## src/rtl/con_eval_unit.sv

```systemverilog
// Branch-condition evaluator: captures Ra and C2, evaluates the condition,
// holds the result until acknowledged, and counts evaluations and taken outcomes.
module con_eval_unit #(
  parameter int WIDTH = 32,
  parameter int CNT_W = 16
) (
  input  logic             clock,
  input  logic             clear,
  input  logic [WIDTH-1:0] bus_in,
  input  logic [2:0]       cond,
  input  logic             con_in,
  input  logic             con_ack,
  input  logic             stat_clr,
  output logic             CON,
  output logic             con_valid,
  output logic             busy,
  output logic [CNT_W-1:0] eval_cnt,
  output logic [CNT_W-1:0] taken_cnt
);

  localparam logic [1:0] IDLE = 2'd0;
  localparam logic [1:0] EVAL = 2'd1;
  localparam logic [1:0] HOLD = 2'd2;

  localparam logic [CNT_W-1:0] ONE = {{(CNT_W-1){1'b0}}, 1'b1};
  localparam logic [CNT_W-1:0] MAX = {CNT_W{1'b1}};

  logic [1:0]       state_q, state_d;
  logic [WIDTH-1:0] x_q, x_d;
  logic [2:0]       c_q, c_d;
  logic             con_q, con_d;
  logic             vld_q, vld_d;
  logic [CNT_W-1:0] ev_q, ev_d;
  logic [CNT_W-1:0] tk_q, tk_d;
  logic             res;
  logic             zero;
  logic             neg;

  // Decode the captured condition against the captured operand (signed).
  always_comb begin
    zero = (x_q == '0);
    neg  = x_q[WIDTH-1];
    res  = 1'b0;
    case (c_q)
      3'b000: res = zero;
      3'b001: res = !zero;
      3'b010: res = !zero && !neg;
      3'b011: res = neg;
      3'b100: res = !neg;
      3'b101: res = zero || neg;
      3'b110: res = 1'b1;
      default: res = 1'b0;
    endcase
  end

  // Next-state for the FSM, operand capture and the result register.
  always_comb begin
    state_d = state_q;
    x_d     = x_q;
    c_d     = c_q;
    con_d   = con_q;
    vld_d   = vld_q;
    unique case (state_q)
      IDLE: begin
        if (con_in) begin
          x_d     = bus_in;
          c_d     = cond;
          state_d = EVAL;
        end
      end
      EVAL: begin
        con_d   = res;
        vld_d   = 1'b1;
        state_d = HOLD;
      end
      HOLD: begin
        if (con_ack) begin
          vld_d = 1'b0;
          if (con_in) begin
            x_d     = bus_in;
            c_d     = cond;
            state_d = EVAL;
          end else begin
            state_d = IDLE;
          end
        end
      end
      default: begin
        vld_d   = 1'b0;
        state_d = IDLE;
      end
    endcase
  end

  // Saturating statistics; a clear request wins over a same-edge count.
  always_comb begin
    ev_d = ev_q;
    tk_d = tk_q;
    if (stat_clr) begin
      ev_d = '0;
      tk_d = '0;
    end else if (state_q == EVAL) begin
      if (ev_q != MAX) ev_d = ev_q + ONE;
      if (res && (tk_q != MAX)) tk_d = tk_q + ONE;
    end
  end

  // State registers with asynchronous clear.
  always_ff @(posedge clock or posedge clear) begin
    if (clear) begin
      state_q <= IDLE;
      x_q     <= '0;
      c_q     <= '0;
      con_q   <= 1'b0;
      vld_q   <= 1'b0;
      ev_q    <= '0;
      tk_q    <= '0;
    end else begin
      state_q <= state_d;
      x_q     <= x_d;
      c_q     <= c_d;
      con_q   <= con_d;
      vld_q   <= vld_d;
      ev_q    <= ev_d;
      tk_q    <= tk_d;
    end
  end

  assign CON       = con_q;
  assign con_valid = vld_q;
  assign busy      = (state_q != IDLE);
  assign eval_cnt  = ev_q;
  assign taken_cnt = tk_q;

endmodule

```

## config.mk

```make
export PLATFORM = sky130hd
export DESIGN_NAME = con_eval_unit
export DESIGN_NICKNAME = d
export VERILOG_FILES = /design/src/rtl/con_eval_unit.sv
export SDC_FILE = /design/constraint.sdc
export NUM_CORES = 1
export LEC_CHECK = 0
export BUFFER_PORTS_ARGS = -buffer_cell sky130_fd_sc_hd__buf_2
export CORE_MARGIN = 5
export CORE_UTILIZATION = 54
export CTS_BUF_LIST = sky130_fd_sc_hd__clkbuf_8 sky130_fd_sc_hd__clkbuf_16
export CTS_CLUSTER_DIAMETER = 120
export CTS_CLUSTER_SIZE = 12
export DETAILED_ROUTE_END_ITERATION = 6
export PLACE_DENSITY_LB_ADDON = 0.25
export SYNTH_ARGS = -nofsm -noshare
export SYNTH_HDL_FRONTEND = slang
export SYNTH_SLANG_ARGS = --single-unit
```

## constraint.sdc

```tcl
create_clock -name clock -period 2.9 [get_ports clock]
set_clock_uncertainty 0.15 [all_clocks]
set_input_delay 0 -clock clock [delete_from_list [all_inputs] [get_ports clock]]
set_output_delay 0 -clock clock [all_outputs]
set_load 0.01 [all_outputs]
```

==> results.txt <==
Status = finished clean
DR vias = 2,744
Post-Syn Area = 3340 µm²
Critical Path Fanout Max = 7
Synth Flop Type = dfrtp_1
Slowest cell on the critical path = nor4b_1
Delay-heaviest family, CP = simple AND/OR/NAND/NOR gates
Nets = 456
Clock root buffer = clkbuf_8
Worst-case clock buffer depth = 2
Setup TNS = 0 ns
Layout cells sized above 1 = 32.9%
Most common cell after layout, fill and taps aside = buf_2
Worst-Margin Slew = 0.882 ns
Reg clk slew, reported paths = 0.07 ns
Top cell by count, worst path = nand3_1
P_leak = 0.00200 µW
Vias in the first global route = 2,791
Hold WC Path Type = in2reg
Io pins = 75
Min Tclk post-route = 2.73 ns
Pwr Density = 543 nW/µm²
CP Capture Type = flip-flop
Met3 routed WL = 339 µm
Synthesized area per cell = 11.3 µm²
Initial Util = 56.1%
Worst path cell trace = ha_1 -> nand3_1 -> or4_1 -> and4_1 -> nor4b_1 -> nand3_1 -> or3_1 -> a21oi_1
Synth cell types = 48
Peak Freq = 0.366 GHz
Dpl hpwl = 5280 µm
Worst Path Required = 2.99 ns
Tot GR Track Use = 21.5%
Startpoint Class = flip-flop
Buf/Inv on CP = 0
WL met2 = 3980 µm
Final Hold Fails = 0
Core area = 5960 µm²
Die Area = 7860 µm²
Post-synthesis sequential area ratio = 53.2%
Met1 wire length = 3460 µm
WL/cell = 16.2 µm
Finish-stage setup viols = 0
Max-slew violation count = 0
RSZ-0062 raised after global routing = false
Synthesis-to-layout area growth = 29.6%
H-tree levels = 3
CTS buffer count = 9
PortBufs = 74
Routed Antenna Nets = 0
Critical path class = reg2reg
Most frequent cells in the layout = buf_2, dfrtp_1, dlygate4sd3_1
Placer Congestion = 0.793
Highest metal used = met4
Synth Instances = 296
First-pass DRT Iterations = 4
# resized after CTS = 0
First-pass GRT wire length = 13,100 µm
Slew Limit Headroom = 41.1%
Die Wd = 88.6 µm
Vias per inst = 5.59
Peak VDD IR = 0.000409 V
Grt ovf = 0
Hold WS = 0.0473 ns
Number of synthesized flops with an enable pin = 0
Max-cap violation count = 0
DRC = 0
CTS tree = yes
Yosys reg bits = 71
Synth warn = 0
Period utilisation layout = 94.2%
DIE HEIGHT = 88.6 µm
Clock Sink Count = 71
Initial drt markers = 116
Antenna Cells = 0
Row count = 28
Worst-Skew Late Latency = 0.33 ns
Post-Syn Nets = 338
Utilization after layout = 72.7%
Fill cell count = 429
Initial antenna violation count = 0
Async set-reset flop share out of synthesis = 100%
CP arrival = 2.83 ns
Largest net degree at the start of global routing = 43
Routed wire length = 7960 µm
CP max stage delay = 0.44 ns
[cells by family (layout without fill, tap and decap cells)]
logic type / after synthesis / count (layout) / share of synthesized area (%)
DFF: 71 / 71 / 53.2
buffers and inverters: 14 / 134 / 1.72
and+or+nand+nor: 124 / 124 / 20.6
xor gates and xnor gates: 20 / 20 / 5.25
AOI/OAI and AO/OA: 28 / 28 / 5.92
muxes: 37 / 37 / 12.6
adders and majority gates: 2 / 2 / 0.749
[cell usage after synthesis, drive strengths merged, types with 2 or more instances]
master | count | area share, %
nor4 | 10 | 2.3
mux2 | 37 | 13
nand3 | 17 | 2.5
a21oi | 7 | 1.0
inv | 5 | 0.56
and3 | 7 | 1.3
or3 | 4 | 0.75
and2 | 3 | 0.64
or4 | 2 | 0.45
nand2 | 13 | 1.5
dfrtp | 71 | 53
xnor2 | 9 | 2.4
nand4 | 10 | 1.9
clkbuf | 7 | 0.82
xor2 | 11 | 2.9
a21o | 3 | 0.71
ha | 2 | 0.75
o211ai | 2 | 0.86
nor3 | 2 | 0.45
nor2b | 6 | 1.1
nor2 | 35 | 3.9
buf | 2 | 0.34
and4 | 6 | 1.6
o21ai | 7 | 1.0
a41oi | 2 | 0.52
a31oi | 2 | 0.37
nand2b | 3 | 0.56
[final cells by class]
cell class	instances	area (µm²)	area share [%]
sequential	71	1780	41.0
multi-input combinational	211	1510	34.9
timing repair buffer	116	778	18.0
clock buffer	10	138	3.18
tap	75	93.8	2.17
inverter	5	18.8	0.434
clock inverter	3	13.8	0.318
[what timing repair did]
item | CTS | global route
endpoints found under the hold margin | 77 | 0
hold buffers | 37 | 0
buffers inserted | 0 | 0
[routing by layer]
metal / track usage (%) / vias to the layer above
met5: 0 / -
met1: 27.3 / 1349
li1: - / 1308
met4: 9.34 / 0
met2: 36.4 / 69
met3: 3.17 / 18
[worst reg2reg max path, stage by stage (launching register included)]
cell and delay [ns]:
dfrtp_1 0.41, ha_1 0.24, nand3_1 0.13, or4_1 0.26
and4_1 0.24, nor4b_1 0.44, nand3_1 0.22, or3_1 0.38
a21oi_1 0.17
[path summary, 6_finish.rpt]
check | slack (ns) | to | startpoint | cells past startpoint
worst max-delay path | 0.17 | taken_cnt[13] | taken_cnt[0] | 8
worst min-delay path | 0.05 | taken_cnt[5] | stat_clr | 2
worst max register to register | 0.17 | taken_cnt[13] | taken_cnt[0] | 8
worst min register to register | 0.36 | x_q[19] | x_q[19] | 1
max in group asynchronous | 1.52 | taken_cnt[12] | clear | 4
min in group asynchronous | 0.28 | x_q[11] | clear | 3
[sequential cells by signal, summed over array words and instances, names as in the netlist]
signal	flops
x_q	32
eval_cnt	16
taken_cnt	16
c_q	3
state_q	2
CON	1
con_valid	1
[where the power goes]
part	total, µW	internal (µW)	switching, µW
Sequential	1250	1140	106
Combinational	450	250	200
Clock	654	314	341
Total	2350	1700	646
[through the flow]
stage | cell area [µm²] | setup slack (ns) | total power, µW | std cells
2_1_floorplan | 3340 | 0.405 | 1530 | 296
3_3_place_gp | 3810 | 0.379 | 1650 | 441
3_5_place_dp | 3810 | 0.277 | 1670 | 441
4_1_cts | 4330 | 0.207 | 2360 | 491
5_1_grt | 4330 | 0.108 | 2460 | 491
6_report | 4330 | 0.168 | 2350 | 491
No activity file was read; power rests on OpenSTA's default activity.
